[src/rtl/gf180mcu_fd_sc_mcu9t5v0__clkdiv_func.sv]
// -----------------------------------------------------------------------------
// gf180mcu_fd_sc_mcu9t5v0__clkdiv_func
//
// Functional model of a programmable, glitch-free clock divider. It sits in
// front of the clock inverter/buffer cells and drives their I pin.
//
// Q is a registered 50%-duty clock. Its high and low phases are each R+1 CLK
// cycles long. A new ratio only takes effect at the end of a low phase. A stop
// request only takes effect at the end of a low phase. Because of this, no
// pulse on Q is ever shortened. The one exception is an asynchronous reset.
//
// Parameters
//   W          width of the ratio field
//   RST_RATIO  ratio loaded into the active ratio register at reset
//
// Ports
//   CLK   in   source clock; all state updates on its rising edge
//   RN    in   asynchronous active-low reset
//   EN    in   run request (level)
//   LD    in   load strobe; DIV is captured on every edge where LD=1
//   DIV   in   requested ratio; output period is 2*(DIV+1) CLK cycles
//   Q     out  divided clock (registered)
//   QN    out  separately registered complement of Q. This port exists
//              only when GF180MCU_FD_SC_MCU9T5V0__CLKDIV_QN_EN is defined.
//   ACK   out  one-cycle pulse when a loaded ratio becomes active
//   BUSY  out  high whenever the divider is not idle
//
// Optional feature macro: GF180MCU_FD_SC_MCU9T5V0__CLKDIV_QN_EN
// -----------------------------------------------------------------------------
module gf180mcu_fd_sc_mcu9t5v0__clkdiv_func #(
    parameter int W         = 4,
    parameter int RST_RATIO = 0
) (
    input  logic         CLK,
    input  logic         RN,
    input  logic         EN,
    input  logic         LD,
    input  logic [W-1:0] DIV,
    output logic         Q,
`ifdef GF180MCU_FD_SC_MCU9T5V0__CLKDIV_QN_EN
    output logic         QN,
`endif
    output logic         ACK,
    output logic         BUSY
);

    typedef enum logic [1:0] {
        IDLE = 2'd0,
        RUN  = 2'd1,
        STOP = 2'd2
    } state_t;

    state_t         state_q, state_d;
    logic [W-1:0]   cnt_q, cnt_d;
    logic [W-1:0]   r_q, r_d;
    logic [W-1:0]   p_q, p_d;
    logic           pf_q, pf_d;
    logic           q_q, q_d;
    logic           ack_q, ack_d;

    logic           at_max;
    logic           boundary;

    // The end of a low phase is the only safe point at which the waveform
    // can change. A new ratio or a stop is applied only on this edge.
    assign at_max   = (cnt_q == r_q);
    assign boundary = (state_q != IDLE) && at_max && !q_q;

    always_comb begin
        state_d = state_q;
        cnt_d   = cnt_q;
        r_d     = r_q;
        p_d     = p_q;
        pf_d    = pf_q;
        q_d     = q_q;
        ack_d   = 1'b0;

        if (LD) begin
            p_d  = DIV;
            pf_d = 1'b1;
        end

        // A strobe on the apply edge itself bypasses the pending register.
        // This lets a load while idle take effect on the very next edge.
        if ((boundary || state_q == IDLE) && (pf_q || LD)) begin
            r_d   = LD ? DIV : p_q;
            pf_d  = 1'b0;
            ack_d = 1'b1;
        end

        case (state_q)
            IDLE: begin
                cnt_d = '0;
                q_d   = 1'b0;
                if (EN) begin
                    state_d = RUN;
                    q_d     = 1'b1;
                end
            end

            RUN, STOP: begin
                if (at_max) begin
                    cnt_d = '0;
                    q_d   = ~q_q;
                end else begin
                    cnt_d = cnt_q + 1'b1;
                end

                if (state_q == RUN) begin
                    if (!EN) begin
                        state_d = STOP;
                    end
                end else if (EN) begin
                    // A re-request before the period ends resumes the
                    // current waveform as though it had never stopped.
                    state_d = RUN;
                end else if (boundary) begin
                    state_d = IDLE;
                    q_d     = 1'b0;
                    cnt_d   = '0;
                end
            end

            default: begin
                state_d = IDLE;
                cnt_d   = '0;
                q_d     = 1'b0;
            end
        endcase
    end

    always_ff @(posedge CLK or negedge RN) begin
        if (!RN) begin
            state_q <= IDLE;
            cnt_q   <= '0;
            r_q     <= W'(RST_RATIO);
            p_q     <= '0;
            pf_q    <= 1'b0;
            q_q     <= 1'b0;
            ack_q   <= 1'b0;
        end else begin
            state_q <= state_d;
            cnt_q   <= cnt_d;
            r_q     <= r_d;
            p_q     <= p_d;
            pf_q    <= pf_d;
            q_q     <= q_d;
            ack_q   <= ack_d;
        end
    end

`ifdef GF180MCU_FD_SC_MCU9T5V0__CLKDIV_QN_EN
    logic qn_q;

    // QN has its own flop rather than an inverter after Q. This keeps the
    // inverting and non-inverting trees aligned with zero skew.
    always_ff @(posedge CLK or negedge RN) begin
        if (!RN) begin
            qn_q <= 1'b1;
        end else begin
            qn_q <= ~q_d;
        end
    end

    assign QN = qn_q;
`endif

    assign Q    = q_q;
    assign ACK  = ack_q;
    assign BUSY = (state_q != IDLE);

endmodule

[config.mk]
export PLATFORM = sky130hd
export DESIGN_NAME = gf180mcu_fd_sc_mcu9t5v0__clkdiv_func
export DESIGN_NICKNAME = d
export VERILOG_FILES = /design/src/rtl/gf180mcu_fd_sc_mcu9t5v0__clkdiv_func.sv
export SDC_FILE = /design/constraint.sdc
export NUM_CORES = 1
export LEC_CHECK = 0
export ABC_AREA = 1
export CAP_MARGIN = 15
export CORE_ASPECT_RATIO = 0.7
export CORE_MARGIN = 4
export CORE_UTILIZATION = 31
export CTS_BUF_LIST = sky130_fd_sc_hd__clkbuf_4 sky130_fd_sc_hd__clkbuf_8
export DETAILED_ROUTE_END_ITERATION = 8
export PLACE_DENSITY_LB_ADDON = 0.3
export SYNTH_ARGS = -nofsm -noshare
export SYNTH_HDL_FRONTEND = slang
export SYNTH_SLANG_ARGS = --single-unit
export TNS_END_PERCENT = 5
[constraint.sdc]
create_clock -name CLK -period 1.4 [get_ports CLK]
set_input_delay 0.14 -clock CLK [delete_from_list [all_inputs] [get_ports CLK]]
set_output_delay 0.14 -clock CLK [all_outputs]
set_load 0.005 [all_outputs]
# --- Yosys cells after proc, flatten, opt, wreduce, memory -nomap -nowiden ---
# Index checks and enable logic that the tools add are counted.
classes:
  addsub: 1
  n_eq_ne: 6
  n_mux: 21
  n_bitwise: 1
  reduce_logical: 11
op_table:
  columns: ["op", "count"]
  rows:
  - ["$mux 4", 6]
  - ["$mux 2", 5]
  - ["$mux 1", 8]
  - ["$add 4x1->4 const B", 1]
  - ["$eq 4x4->1", 1]
  - ["$ne 4x4->1 const B", 1]
  - ["$pmux 2 s2", 1]
  - ["$reduce_bool 2->1", 2]
  - ["$logic_and 1x1->1", 3]
  - ["$ne 3x3->1 const B", 1]
  - ["$reduce_and 3->1", 1]
  - ["$eq 2x1->1 const B", 1]
  - ["$eq 2x2->1 const B", 1]
  - ["$logic_not 2->1", 1]
  - ["$logic_or 1x1->1", 2]
  - ["$ne 2x2->1 const B", 1]
  - ["$pmux 1 s2", 1]
  - ["$reduce_or 2->1", 1]
  - ["$logic_not 1->1", 1]
  - ["$not 1->1", 1]
totals:
  regBits: 17
  in_bits: 8

# --- Logic depth before layout (Yosys ltp) ---
# Gate-level depths: netlist of run 1.
logic_depth:
  ltp_word: 7
  depth_mapped: 9
  ltp_nobuf: 9

# --- Worst setup path before layout of run 1 ---
# OpenSTA, ideal clock, no wires.
synth_timing:
  path_kind: "register to register"
  start: "register state_q[0]"
  end: "register state_q[1]"
  setup_time_ns: 0.117
  t_arrival_ns: 1.235
  required_time_ns: 1.283
  slack_ns: 0.049
  stages_incl_launch_ff: 9
  path_buffers: 0
  synth_period_minus_slack_ns: 1.351
  cell_sequence: "dfrtp_1 -> inv_1 -> ha_1 -> inv_1 -> nand2_1 -> o21ai_0 -> nand2_1 -> nand2_1 -> nand2_1"
synth_via:
  elab_chain_cells: 5
  word_cells_on_any_way: 13
  classes_between: "eq/ne (5); mux (2); reduce/logical (6)"
synth_lines:
  columns: ["element", "line_no", "source"]
  rows:
  - ["from (decl)", "53", "state_t state_q, state_d;"]
  - ["from (signal assigned)", "142", "state_q <= state_d;"]
  - ["$reduce_bool 2->1", null, null]
  - ["via BUSY", "44", "output logic BUSY"]
  - ["$logic_and 1x1->1 (2 in a row)", "67", "assign boundary = (state_q != IDLE) && at_max && !q_q;"]
  - ["$ne 4x4->1 (no source line)", null, null]
  - ["$reduce_and 3->1 (no source line)", null, null]
# The timed path passes the listed nets, and every way through them passes these cells.
# A chain may end at the register's enable or synchronous reset.

# --- Worst setup path after layout of run 1 ---
layout_timing:
  start: "register state_q[0]"
  end: "output port BUSY"
layout_via:
  elab_chain_cells: 1
layout_lines:
  columns: ["element", "line_no", "source"]
  rows:
  - ["$reduce_bool 2->1", "170", "assign BUSY = (state_q != IDLE);"]
  - ["to (decl)", "44", null]
# No other way between the ends.

==> tab_implementation.tex, run 1 <==
\begin{tabular}{lr}
\hline
Metric & Value \\
\hline
\multicolumn{2}{l}{\textbf{Run status}} \\
Status & finished, final reports clean \\
\multicolumn{2}{l}{\textbf{Worst setup path}} \\
Startpoint type of the worst setup path & flip-flop \\
Worst reg2reg path depth & 8 \\
WP data arrival & 1200 ps \\
Crit Path Category & flip-flop to primary output \\
Cell-by-cell listing of the critical path & inv\_1 -> ha\_2 -> inv\_2 -> dlygate4sd2\_1 \\
CP endpoint kind & primary output \\
Slowest library cell on the worst path & sky130\_fd\_sc\_hd\_\_dfrtp\_1 \\
Data required time of the worst path & 1260 ps \\
Peak fanout along the critical path & 3 \\
End of the worst register-to-register path & r\_q[0] \\
Worst R2R Start & cnt\_q[2] \\
Worst R2R Setup Slack & $\sim$80 ps \\
Critical Path Max Stage Delay & between 300 and 400 ps \\
\multicolumn{2}{l}{\textbf{Yosys}} \\
Area share of the largest cell type after synthesis & 0.463 \\
Dominant cells by area after synthesis & sky130\_fd\_sc\_hd\_\_dfrtp\_1 (46\%), sky130\_fd\_sc\_hd\_\_nand2\_1 (18\%), sky130\_fd\_sc\_hd\_\_inv\_1 (6.9\%) \\
Number of cells produced by synthesis & roughly 120 \\
Synth warn & 0 \\
Synth area leader & sky130\_fd\_sc\_hd\_\_dfrtp\_1 \\
Per-instance average area after synthesis & 7.99 µm² \\
Cell types with the highest counts after synthesis & sky130\_fd\_sc\_hd\_\_nand2\_1 (44), sky130\_fd\_sc\_hd\_\_dfrtp\_1 (17), sky130\_fd\_sc\_hd\_\_inv\_1 (17) \\
Count leader, synth & sky130\_fd\_sc\_hd\_\_nand2\_1 \\
Post-synthesis cell type count & 16 \\
Async S/R FF share, synth & 1.00 \\
Cell area after synthesis & around 900 µm² \\
Most frequently used flop master after synthesis & sky130\_fd\_sc\_hd\_\_dfrtp\_1 \\
Sequential share of the synthesized area & 0.463 \\
EDFF count, synth & 0 \\
Yosys reg bits & 17 \\
Post-synthesis net count & about 130 \\
\multicolumn{2}{l}{\textbf{Clocking}} \\
Clock slew at the register clock pins of the worst setup and hold paths & $\sim$70 ps \\
Master cell of the clock root buffer & sky130\_fd\_sc\_hd\_\_clkbuf\_8 \\
Number of clock sinks & 17 \\
Hold-fix buffer count after cts & 0 \\
H-tree depth reported by CTS & 1 \\
Number of buffers inserted during clock tree synthesis & 3 \\
Clock latency reported for the late side of the worst-skew pair & between 200 and 300 ps \\
CTS tree & done \\
CTS Buffer Depth & 2 \\
\multicolumn{2}{l}{\textbf{Place}} \\
Post-DP HPWL & $\sim$1500 µm \\
Placer congestion estimate & 0.797 \\
PortBufs & 10 \\
\multicolumn{2}{l}{\textbf{STA}} \\
Worst Hold Slack & $\sim$200 ps \\
Slew at the pin closest to its max-slew limit & $\sim$210 ps \\
Final number of setup-violating endpoints & 0 \\
RSZ-0062 raised after global routing & yes \\
Max Clock Freq & $\sim$0.75 GHz \\
Post-route minimum period & 1340 ps \\
Period Utilization, post-route & 0.957 \\
Max-Slew Margin vs Limit & 0.858 \\
Clock Skew & about 5.2 ps \\
Hold violation total from the final report & 0 \\
Max-slew violations & 0 \\
\multicolumn{2}{l}{\textbf{GRT}} \\
Number of global-route vias before repair & between 600 and 700 \\
Total Routing Usage GR & 0.104 \\
Antenna violations before repair & 0 \\
Remaining global-route overflow & 0 \\
Global-route wire length before repair & 2990 µm \\
Maximum number of pins on one net before global-route repair & 18 \\
\multicolumn{2}{l}{\textbf{Layout}} \\
Area added between synthesis and finish & 30.0\% \\
Final core utilization & 0.423 \\
Number of antenna cells inserted & 0 \\
Final-stage net count & 153 \\
Fraction of layout cells with a size suffix above 1 & 0.209 \\
\multicolumn{2}{l}{\textbf{Power}} \\
Leakage power of the design & around 0.62 nW \\
Power density cells & between 2000 and 2500 nW/µm² \\
Peak supply drop & just under 0.0005 V \\
\multicolumn{2}{l}{\textbf{Routing}} \\
Antenna Nets Post-Route & 0 \\
Overall via count from detail\_route & about 750 \\
TritonRoute pass-1 iters & 5 \\
Drt first-iter violations & 33 \\
DRC Markers & 0 \\
DRT Wirelength & between 1500 and 2000 µm \\
Mean routed wirelength per cell & about 11 µm \\
Per-cell via count in the routed design & $\sim$4.3 \\
\multicolumn{2}{l}{\textbf{Min path}} \\
Min-Delay Path Class & primary input to asynchronous set/reset pin \\
\multicolumn{2}{l}{\textbf{Floorplan}} \\
Chip Width & 73.1 µm \\
Total core area & $\sim$2800 µm² \\
Full die area & 3910 µm² \\
Count of pins on the block boundary & 11 \\
Effective utilization at floorplan & 0.325 \\
FP Rows & 16 \\
Die boundary height & between 50 and 60 µm \\
\multicolumn{2}{l}{\textbf{Job}} \\
Number of max-capacitance violations reported & 0 \\
\hline
\end{tabular}
## placed cells by master, fill, tap and decap left out, types with 4 or more instances in the layout
cell,n
sky130_fd_sc_hd__nor2_1,7
sky130_fd_sc_hd__inv_1,16
sky130_fd_sc_hd__buf_4,10
sky130_fd_sc_hd__nand2_2,4
sky130_fd_sc_hd__clkdlybuf4s50_1,9
sky130_fd_sc_hd__dfrtp_1,15
sky130_fd_sc_hd__nand2_1,42
sky130_fd_sc_hd__nand3_1,9
sky130_fd_sc_hd__ha_1,4
## worst max-delay path: cells and delay by family, from the launching register on
kind	cells	cell delay [ps]
adder cells (fa/ha/maj)	1	190
buffers and inverters	3	390
flip-flops	1	380
## state kept, by name, indices dropped and copies added (netlist names)
signal,cells
ACK,1
Q,1
cnt_q,4
p_q,4
pf_q,1
r_q,4
state_q,2
## cell families after synthesis
group / Yosys count / share of synthesized area
and+or+nand+nor: 68 / 0.350
xor gates and xnor gates: 2 / 0.0191
buffers and inverters: 19 / 0.0777
adders and majority gates: 5 / 0.0681
AOI/OAI and AO/OA: 4 / 0.0218
DFF: 17 / 0.463
## where the power goes
part | internal, mW | switching (mW)
clock | 0.198 | 0.173
sequential | 0.650 | 0.101
combinational | 0.546 | 0.729
total | 1.39 | 1.00
## worst max path at each step
stage,start,endpoint,slack [ps]
2_1_floorplan,state_q[0],state_q[1],50
3_3_place_gp,state_q[0],state_q[1],10
3_5_place_dp,state_q[0],state_q[1],20
4_1_cts,state_q[0],state_q[1],8
5_1_grt,cnt_q[1],r_q[1],-20
6_report,state_q[0],BUSY,60
## layout make-up
type | instances | area (µm²)
tap | 36 | 45.0
multi-input combinational | 79 | 429
inverter | 19 | 71.3
sequential | 17 | 428
timing repair buffer | 20 | 174
clock inverter | 1 | 5.00
clock buffer | 3 | 41.3
fill | 274 | 1630
## metrics by stage
stage	cells	setup TNS (ps)	power (mW)	cell area (µm²)	setup slack (ps)
final	175	0	2.40	1190	60.0
after global routing	175	-59.7	2.58	1190	-18.5
after CTS	171	0	2.30	1150	7.69
after detailed placement	167	0	1.95	1110	23.5
after global placement	167	0	1.90	1110	13.1
after floorplan	115	0	1.53	918	48.6
## what timing repair did
action	in CTS	in global routing
pin swaps	0	3
gates cloned	0	0
setup endpoints to repair	1	6
gates resized for setup	1	7
setup buffers	0	4
## routing by layer
layer | track usage | wire length (µm) | up-vias
li1 | - | - | 399
met1 | 0.131 | 927 | 337
met2 | 0.162 | 882 | 10
met3 | 0.0336 | 51 | 0
met4 | 0.0460 | 0 | 0
met5 | 0 | 0 | -
(Power assumes the default switching activity.)
==> run 2, diff against run 1 <==
--- a/config.mk
+++ b/config.mk
@@ -6,7 +6,6 @@
 export NUM_CORES = 1
 export LEC_CHECK = 0
 export ABC_AREA = 1
-export CAP_MARGIN = 15
 export CORE_ASPECT_RATIO = 0.7
 export CORE_MARGIN = 4
 export CORE_UTILIZATION = 31
==> results of run 2 <==
Same layout as run 1: the final DEF is identical, and so are final timing and power.
